--- config.mk ---
export PLATFORM = sky130hd
export DESIGN_NAME = fetch_sequencer
export DESIGN_NICKNAME = d
export VERILOG_FILES = /design/src/rtl/fetch_sequencer.sv
export SDC_FILE = /design/constraint.sdc
export NUM_CORES = 1
export LEC_CHECK = 0
export CORE_UTILIZATION = 44
export CTS_BUF_LIST = sky130_fd_sc_hd__clkbuf_2
export DETAILED_ROUTE_END_ITERATION = 12
export MAX_ROUTING_LAYER = met4
export PLACE_DENSITY = 0.9
export SYNTH_ARGS = -nofsm -noshare
export SYNTH_HDL_FRONTEND = slang
export SYNTH_SLANG_ARGS = --single-unit
--- constraint.sdc ---
create_clock -name Clk -period 3 [get_ports Clk]
set_clock_uncertainty 0.05 [all_clocks]
set_input_delay 0.75 -clock Clk [delete_from_list [all_inputs] [get_ports Clk]]
set_output_delay 0.75 -clock Clk [all_outputs]
set_load 0.02 [all_outputs]
--- src/rtl/fetch_sequencer.sv ---
// fetch_sequencer: multi-word instruction fetch FSM feeding a valid/ready instruction register.
// Optional FETCH_INSTR_COUNT_EN adds a 16-bit issued-instruction counter output (instr_count).
`default_nettype none
`timescale 1ns/1ps

module fetch_sequencer #(
  parameter int          DataWidth   = 16,
  parameter int          AddrWidth   = 8,
  parameter int          WordSize    = 1,
  parameter int unsigned ResetVector = 0
) (
  input  logic                          Clk,
  input  logic                          Reset,
  input  logic                          Halt,
  output logic [AddrWidth-1:0]          mem_addr,
  output logic                          mem_rd,
  input  logic [DataWidth-1:0]          mem_data,
  output logic [DataWidth*WordSize-1:0] ir,
  output logic                          ir_valid,
  input  logic                          ir_ready,
  input  logic                          pc_ld,
  input  logic [AddrWidth-1:0]          pc_ld_addr,
  output logic [AddrWidth-1:0]          pc_out,
  output logic                          halted
`ifdef FETCH_INSTR_COUNT_EN
  ,
  output logic [15:0]                   instr_count
`endif
);

  localparam int                   IdxW       = (WordSize > 1) ? $clog2(WordSize) : 1;
  localparam logic [AddrWidth-1:0] c_RESET_PC = AddrWidth'(ResetVector);
  localparam logic [IdxW-1:0]      c_LAST_IDX = IdxW'(WordSize - 1);

  typedef enum logic [2:0] {
    S_Reset,
    S_FetchPCtoMEM,
    S_FetchMEMtoIR,
    S_Issue,
    S_Halt
  } state_t;

  state_t                          r_state;
  state_t                          w_next;
  logic [AddrWidth-1:0]            r_pc;
  logic [DataWidth*WordSize-1:0]   r_ir;
  logic [IdxW-1:0]                 r_word_idx;
  logic                            w_handshake;
  logic                            w_pc_load;

  assign w_handshake = (r_state == S_Issue) && ir_ready;
  // PC load is only legal when no fetch is in flight: at issue or while parked.
  assign w_pc_load   = pc_ld && (w_handshake || (r_state == S_Halt));

  always_ff @(posedge Clk) begin
    if (Reset) begin
      r_state <= S_Reset;
    end else begin
      r_state <= w_next;
    end
  end

  always_comb begin
    w_next   = r_state;
    mem_rd   = 1'b0;
    ir_valid = 1'b0;
    halted   = 1'b0;
    case (r_state)
      S_Reset:        w_next = S_FetchPCtoMEM;
      S_FetchPCtoMEM: begin
        mem_rd = 1'b1;
        w_next = S_FetchMEMtoIR;
      end
      S_FetchMEMtoIR: w_next = (r_word_idx == c_LAST_IDX) ? S_Issue : S_FetchPCtoMEM;
      S_Issue: begin
        ir_valid = 1'b1;
        if (ir_ready) begin
          w_next = Halt ? S_Halt : S_FetchPCtoMEM;
        end
      end
      S_Halt: begin
        halted = 1'b1;
        if (!Halt) begin
          w_next = S_FetchPCtoMEM;
        end
      end
      default:        w_next = S_Reset;
    endcase
  end

  always_ff @(posedge Clk) begin
    if (Reset) begin
      r_pc       <= c_RESET_PC;
      r_ir       <= '0;
      r_word_idx <= '0;
    end else begin
      if (r_state == S_FetchMEMtoIR) begin
        for (int k = 0; k < WordSize; k++) begin
          if (r_word_idx == IdxW'(k)) begin
            r_ir[k*DataWidth +: DataWidth] <= mem_data;
          end
        end
        r_pc       <= r_pc + 1'b1;
        r_word_idx <= (r_word_idx == c_LAST_IDX) ? '0 : r_word_idx + 1'b1;
      end else if (w_pc_load) begin
        r_pc <= pc_ld_addr;
      end
    end
  end

`ifdef FETCH_INSTR_COUNT_EN
  logic [15:0] r_instr_count;

  always_ff @(posedge Clk) begin
    if (Reset) begin
      r_instr_count <= '0;
    end else if (w_handshake) begin
      r_instr_count <= r_instr_count + 16'd1;
    end
  end

  assign instr_count = r_instr_count;
`endif

  assign mem_addr = r_pc;
  assign pc_out   = r_pc;
  assign ir       = r_ir;

endmodule

`default_nettype wire

=== Yosys cells after proc, flatten, opt, wreduce, memory -nomap -nowiden ===
Index checks and enable logic that the tools add are counted.
W data, S select, Z words.

* Add/sub/neg operators: 2
* $mul: 0
* Div/mod/pow operators: 0
* Magnitude comparators: 0
* Eq/ne operators: 6
* Shift-type cells: 0
* Multiplexer cells: 11
* Bitwise logic cells: 1
* Reductions and logical operators: 7

{| class="wikitable"
|+ Operator list
! cell !! number
|-
| $mux W8 || 2
|-
| $pmux W3 S5 || 1
|-
| $mux W3 || 3
|-
| $add A8 B1 Y8 const B || 1
|-
| $eq A3 B2 Y1 const B || 2
|-
| $mux W1 || 4
|-
| $ne A2 B2 Y1 const B || 2
|-
| $reduce_and A2 Y1 || 2
|-
| $eq A3 B1 Y1 const B || 1
|-
| $eq A3 B3 Y1 const B || 1
|-
| $logic_not A3 Y1 || 1
|-
| $logic_and A1 B1 Y1 || 2
|-
| $mux W2 || 1
|-
| $reduce_bool A2 Y1 || 1
|-
| $add A1 B1 Y1 const B || 1
|-
| $logic_or A1 B1 Y1 || 1
|-
| $not A1 Y1 || 1
|}

* Register bits: 28
* Bits in latches: 0
* RAM bits: 0
* Bits in read-only memories: 0
* Output and inout bits: 35
* Memories: 0

=== Longest topological paths before layout ===
Gate-level depths: netlist (run 1).

* Depth after elaboration: 6
* Depth in mapped cells: 6

=== Worst setup path before layout (run 1) ===
Ideal clock, no wire load.

* Kind: reg-to-output
* Start: register r_state[0]
* End: output mem_rd
* Arrival time: 0.991 ns
* Data required time: 2.200 ns
* Setup slack: 1.209 ns
* Cell stages (with the launch flop): 3
* Cell sequence: dfxtp_1 -> buf_2 -> nor3b_1

* Word-level cells in the longest chain between the ends: 2

{| class="wikitable"
|+ RTL lines
! element !! line !! text
|-
| start, declared || 43 || <nowiki>state_t r_state;</nowiki>
|-
| start signal, assigned || 57 || <nowiki>r_state <= S_Reset;</nowiki>
|-
| start signal, assigned || 59 || <nowiki>r_state <= w_next;</nowiki>
|-
| $eq A3 B1 Y1 || 68 || <nowiki>case (r_state)</nowiki>
|-
| $mux W1 || 68 ||
|-
| end, declared || 16 || <nowiki>output logic mem_rd,</nowiki>
|}

No other way between the ends.

=== Worst setup path in the final report (run 1) ===
* Start: register r_state[2]
* End: output halted

* Word-level cells in the longest chain between the ends: 2

{| class="wikitable"
|+ RTL lines
! element !! line !! text
|-
| $eq A3 B3 Y1 || 68 ||
|-
| $mux W1 || 68 ||
|-
| end, declared || 24 || <nowiki>output logic halted</nowiki>
|}

No other way between the ends.

==> impl_metrics.toml, run 1 <==
[status]
run_status = "completed"

[critical_path]
end_kind = "output port"
r2r_slack_ps = 1100
worst-path-max-fanout = 10
critical_path_arrival_ps = 1870
critPathKind = "flop to output port"
worst-endpoint-required_ps = 2200
crit_path_start_kind = "flop"

[grt]
grt_antenna_before_repair = 0
largest_net_degree_at_the_start_of_global_routing = 26
grt_overflow = 0
grt_pass1_wl_um = 5340
grt_pass1_vias = 1272
globalRouteTotalUtil_pct = 21.88

[power]
p_leak_nw = 0.6897
ir_drop_mv = 0.3684
p_per_area_nw_per_um2 = 386.8

[placement]
port-buffer-count = 63
place_congestion = 0.8849
hpwl_um = 2411

[yosys]
postSynthNetCount = 185
syn-instance-count = 155
synth_simple_gate_area_share_pct = 26.52
syn_avg_cell_area_um2 = 8.096
synth_xor_area_share_pct = 0
ys.warnings.count = 0
ys_top_cells_by_area = "sky130_fd_sc_hd__dfxtp_1 43%, sky130_fd_sc_hd__nand2_1 11%, sky130_fd_sc_hd__a21oi_1 9.2%"
ys_ff_latch = 27
synth.yosys.seq_area_share_pct = 43.07
synth.mux.area_fraction_pct = 0
combinational_family_with_the_most_area_after_synthesis = "simple AND/OR/NAND/NOR gates"
netlist.area_leader.share_pct = 43.07
dominant_cell_type_by_area_after_synthesis = "sky130_fd_sc_hd__dfxtp_1"
synthAdderAreaFrac_pct = 0.9970
synth_cell_types = 29
synth.cell_area_um2 = 1255
synth_compound_gate_area_share_pct = 20.14

[final_layout]
filler_cell_count = 216
drive_above_1_share_pct = 5.340
number_of_nets_in_the_final_layout = 237
antennaDiodeCount = 0
finish.utilization_pct = 67.69
area.growth.synth_to_final_pct = 47.46

[sta]
post_route_fraction_of_the_period_consumed_by_the_critical_path_pct = 89.15
worst_slew_margin_rel_pct = 58.81
worst_pin_slew_ps = 613.7
rsz_0062_raised_after_global_routing = "false"
finalHoldViolations = 0
final.setup.tns_ps = 0
final_period_minus_worst_setup_slack_ps = 2675
final-setup-viol-count = 0
max_freq_mhz = 373.9
count_of_pins_over_their_slew_limit = 0

[routing]
dr.pass1.iters = 4
drc_errors = 0
ant_nets = 0
finalWirelength_um = 3265
wire_per_inst_um = 13.78
vias = 1300
drt_iter0_drc = 33
detail_route.vias_per_cell = 5.485

[clocking]
number_of_clock_sinks_seen_by_cts = 27
cts_tree = "yes"
hold_buffers = 0
gates_resized_cts_repair = 0
clk_pin_slew_worst_paths_ps = 240
h-tree-depth = 1
clockRootBuffer = "sky130_fd_sc_hd__clkbuf_2"
cts.repair_timing.setup_buffer_count = 0
insertion_delay_ps = 340
cts-root-to-sink-buffers = 2
number_of_buffers_added_by_the_clock_tree_synthesis_step = 3

[die]
initial_utilization_pct = 45.90
die_area_um2 = 3070
die-height_um = 55.41
boundaryPins = 64
rows = 19
die_w_um = 55.41
design.core.area_um2 = 2734

[hold_path]
hold_path.class = "flop to flop"

[job]
maxCapViolCount = 0
-- synthesized netlist by cell type --
cell type,count
sky130_fd_sc_hd__a211oi_1,1
sky130_fd_sc_hd__a21oi_1,23
sky130_fd_sc_hd__inv_1,2
sky130_fd_sc_hd__o211a_1,3
sky130_fd_sc_hd__dfxtp_1,27
sky130_fd_sc_hd__buf_4,10
sky130_fd_sc_hd__nor3b_1,1
sky130_fd_sc_hd__and4b_1,2
sky130_fd_sc_hd__a22oi_1,2
sky130_fd_sc_hd__clkbuf_1,5
sky130_fd_sc_hd__nor3b_2,2
sky130_fd_sc_hd__and3_1,3
sky130_fd_sc_hd__nor2_1,7
sky130_fd_sc_hd__buf_2,3
sky130_fd_sc_hd__nor4_1,4
sky130_fd_sc_hd__nand3_1,2
sky130_fd_sc_hd__o21a_1,2
sky130_fd_sc_hd__and3b_1,1
sky130_fd_sc_hd__a221oi_1,1
sky130_fd_sc_hd__nor3_1,3
sky130_fd_sc_hd__ha_1,1
sky130_fd_sc_hd__or3b_4,1
sky130_fd_sc_hd__nor3_4,1
sky130_fd_sc_hd__a311oi_1,1
sky130_fd_sc_hd__a2111oi_2,1
sky130_fd_sc_hd__nand2_1,38
sky130_fd_sc_hd__o21ai_0,5
sky130_fd_sc_hd__nand4_1,1
sky130_fd_sc_hd__a31oi_1,2
-- layer usage --
layer / track usage, % / up-vias / wire length, um
li1: - / 639 / -
met1: 22.44 / 602 / 1344
met2: 39.76 / 53 / 1718
met3: 3.981 / 6 / 143
met4: 10.71 / 0 / 59
met5: - / - / 0
-- layout make-up --
type	count	area, um2	share of cell area [%]
timing repair buffer	65	645.6	34.89
multi-input combinational	108	598.1	32.32
sequential	27	540.5	29.21
tap	31	38.79	2.096
clock buffer	3	15.01	0.8114
inverter	2	7.507	0.4057
clock inverter	1	5.005	0.2705
-- path summary, 6_finish.rpt --
kind | startpoint | end | cells past startpoint
min | ir[5] | ir[5] | 2
max | r_state[2] | halted | 2
min reg2reg | ir[5] | ir[5] | 2
max reg2reg | r_state[1] | mem_addr[7] | 5
-- registers in the layout (all words and copies together), names as in the netlist --
| register | cells |
|---|---|
| r_state | 3 |
| ir | 16 |
| mem_addr | 8 |
-- worst max-delay path, cell delays in order, from the launching register on --
cell and delay (ps):
sky130_fd_sc_hd__dfxtp_1 550, sky130_fd_sc_hd__nor3b_2 330, sky130_fd_sc_hd__clkdlybuf4s50_1 660
-- placed cells by master (no fill, tap or decap), drive strengths merged, types with 4 or more instances in the layout --
cell type / synthesis / final
nand2: 38 / 38
nor2: 7 / 7
dfxtp: 27 / 27
nor4: 4 / 4
a21oi: 23 / 23
o21ai: 5 / 5
clkdlybuf4s50: 0 / 63
nor3: 4 / 4
-- kinds of logic after synthesis --
group / count (synthesis)
adder cells (fa/ha/maj): 1
buffers and inverters: 20
AND/OR/NAND/NOR: 66
flip-flops: 27
AO/OA/AOI/OAI: 41
-- through the flow --
stage               cells  total power [mW]  hold WS (ps)  setup WS (ps)  cell area [um2]
finish                237            0.7157         421.7          325.4             1851
global route          237            0.7523         443.0          240.3             1851
CTS                   237            0.7207         423.8          336.3             1851
detailed placement    233            0.5880         397.5          586.2             1831
global placement      233            0.5814         391.2          659.6             1831
floorplan             155            0.4975         467.8           1209             1255
-- where the power goes --
group | internal [mW] | switching [mW] | total, mW
Clock | 0.0303 | 0.104 | 0.134
Sequential | 0.379 | 0.0215 | 0.401
Combinational | 0.0941 | 0.0866 | 0.181
(Power assumes the default switching activity.)
==> run 2: changes to the inputs <==
--- a/config.mk
+++ b/config.mk
@@ -5,11 +5,12 @@
 export SDC_FILE = /design/constraint.sdc
 export NUM_CORES = 1
 export LEC_CHECK = 0
-export CORE_UTILIZATION = 44
+export CORE_UTILIZATION = 41
 export CTS_BUF_LIST = sky130_fd_sc_hd__clkbuf_2
 export DETAILED_ROUTE_END_ITERATION = 12
 export MAX_ROUTING_LAYER = met4
-export PLACE_DENSITY = 0.9
+export PLACE_DENSITY = 0.85
+export SLEW_MARGIN = 20
 export SYNTH_ARGS = -nofsm -noshare
 export SYNTH_HDL_FRONTEND = slang
 export SYNTH_SLANG_ARGS = --single-unit
==> constraint.sdc (replaced) <==
create_clock -name Clk -period 2.9 [get_ports Clk]
set_clock_uncertainty 0.05 [all_clocks]
set_input_delay 0.725 -clock Clk [delete_from_list [all_inputs] [get_ports Clk]]
set_output_delay 0.725 -clock Clk [all_outputs]
set_load 0.02 [all_outputs]
==> run 2 against run 1 <==
  * The flow now finishes with violations (design-rule violations)
  * Non-clock buffer count is the same
  * Utilization decreased by 2.3 points
  * Hold slack got worse by 3.2 ps
  * Via count shrank 1.2%
  * Design area unchanged
  * Highest routed layer unchanged
==> impl_metrics.toml, run 2 (same netlist as run 1, synthesis figures left out) <==
[grt]
grt_overflow = 0
largest_net_degree_at_the_start_of_global_routing = 26
grtUsageMet2_pct = 38.32
grt_pass1_vias = 1279
grt_antenna_before_repair = 0
globalRouteTotalUtil_pct = 21.32
grt.met1_usage_pct = 23.76
grt_util_met3_pct = 2.041
busiest_layer = "met2"
grt_pass1_wl_um = 5326

[final_layout]
most-common-layout-cells = "63 x sky130_fd_sc_hd__clkdlybuf4s50_1, 38 x sky130_fd_sc_hd__nand2_1, 27 x sky130_fd_sc_hd__dfxtp_1"
number_of_nets_in_the_final_layout = 237
largest_register_ffs = 16
filler_cell_count = 257
layout_commonest_cell = "sky130_fd_sc_hd__clkdlybuf4s50_1"
antennaDiodeCount = 0
post_layout_nonfiller_instances = 237
drive_above_1_share_pct = 5.340
area.growth.synth_to_final_pct = 47.46

[routing]
detail_route.vias_per_cell = 5.418
drt_iter0_drc = 55
wire_per_inst_um = 14.00
dr.pass1.iters = 9
drc_errors = 5
vias = 1284
ant_nets = 0
finalWirelength_um = 3319

[critical_path]
worst-path-max-fanout = 10
worstReg2RegStart = "r_state[1]"
cpLargestDelayFamily = "buffers and inverters"
critPathKind = "flop to output port"
critical_path_arrival_ps = 1850
end_kind = "output port"
cp.buffers_inverters = 1
crit_path_start_kind = "flop"
worst-endpoint-required_ps = 2120
r2r_slack_ps = 980
cpMaxStageDelayCell = "sky130_fd_sc_hd__clkdlybuf4s50_1"
crit_chain = "nor3b_2 > clkdlybuf4s50_1"
cp_slowest_stage_delay_ps = 650
rr_endpoint = "mem_addr[6]"
reg2regPathDepth = 5

[sta]
count_of_pins_over_their_slew_limit = 0
final-setup-viol-count = 0
finalHoldViolations = 0
post_route_fraction_of_the_period_consumed_by_the_critical_path_pct = 90.38
worst_pin_slew_ps = 610.9
rsz_0062_raised_after_global_routing = "false"
final.setup.tns_ps = 0
max_freq_mhz = 381.5
final_period_minus_worst_setup_slack_ps = 2621
worst_slew_margin_rel_pct = 59.00
fin_ws_ps = 278.9

[placement]
place_worst_setup_slack_ps = 492.5
place_congestion = 0.8122
numPlacedInstances = 233
hpwl_um = 2513
port-buffer-count = 63

[clocking]
hold_buffers = 0
number_of_buffers_added_by_the_clock_tree_synthesis_step = 3
cts.repair_timing.setup_buffer_count = 0
cts-root-to-sink-buffers = 2
insertion_delay_ps = 340
cts_tree = "yes"
h-tree-depth = 1
gates_resized_cts_repair = 0
number_of_clock_sinks_seen_by_cts = 27
clk_pin_slew_worst_paths_ps = 240
clockRootBuffer = "sky130_fd_sc_hd__clkbuf_2"

[die]
initial_utilization_pct = 44.36
die_area_um2 = 3286
boundaryPins = 64
rows = 19
design.core.area_um2 = 2829
die-height_um = 57.33
die_w_um = 57.33

[hold_path]
hold_path_startpoint = "ir[5]"
hold_path.class = "flop to flop"
worstHoldEndpoint = "ir[5]"
holdPathStages = 2

[power]
power_switching_uw = 217.5
p_per_area_nw_per_um2 = 401.8
cellInternalPower_uw = 526.0
p_leak_nw = 0.6899
fin_total_pwr_uw = 743.5
net_switching_share_of_the_total_power_pct = 29.26
combinationalPowerShare_pct = 25.2
clock_network_power_share_pct = 19.1
ir_drop_mv = 0.2429
share_seq_of_total_power_pct = 55.7

[job]
maxCapViolCount = 0

[status]
run_status = "finished with violations"
failed_checks = "design-rule violations"
[run 2: cell types whose count changed in the layout (fill, tap and decap cells not counted), sizes merged]
cell	change
clkinv	-1
clkbuf	+1
[run 2: cell type report]
class | count | area (um2) | area share [%]
timing repair buffer | 65 | 645.6 | 34.89
multi-input combinational | 108 | 598.1 | 32.32
sequential | 27 | 540.5 | 29.21
tap | 31 | 38.79 | 2.096
clock buffer | 4 | 20.02 | 1.082
inverter | 2 | 7.507 | 0.4057
[run 2: how the worst max path moves through the flow]
stage | from | endpoint | slack (ps) | cells after the start
floorplan | r_state[0] | mem_rd | 1130 | 2
global placement | ir_ready | mem_addr[4] | 590 | 5
detailed placement | ir_ready | mem_addr[4] | 490 | 5
CTS | r_state[2] | halted | 260 | 2
global route | r_state[2] | halted | 140 | 2
finish | r_state[2] | halted | 280 | 2
[run 2: metal layers]
layer	vias up	part of all wire (%)
li1	637	-
met1	597	40
met2	48	54
met3	2	4.7
met4	0	0.81
met5	-	0
[run 2: stage by stage]
step / instance area, um2 / util [%] / hold WS [ps]
6_report: 1851 / 65.41 / 418.5
5_1_grt: 1851 / 65.41 / 445.1
4_1_cts: 1851 / 65.41 / 421.3
3_5_place_dp: 1831 / 64.71 / 396.4
3_3_place_gp: 1831 / 64.71 / 391.8
2_1_floorplan: 1255 / - / 467.8
[run 2: power groups by stage]
stage | Combinational (mW) | Sequential (mW) | Clock, mW
finish | 0.188 | 0.414 | 0.142
global route | 0.201 | 0.418 | 0.161
CTS | 0.189 | 0.414 | 0.149
detailed placement | 0.188 | 0.421 | 0
global placement | 0.183 | 0.419 | 0
floorplan | 0.0812 | 0.433 | 0
[run 2: worst reg2reg max path, stage by stage (launching register included)]
cell and delay (ps):
sky130_fd_sc_hd__dfxtp_1 450, sky130_fd_sc_hd__nor3b_2 190, sky130_fd_sc_hd__buf_4 230, sky130_fd_sc_hd__a311oi_1 570, sky130_fd_sc_hd__a22oi_1 200, sky130_fd_sc_hd__a21oi_1 190
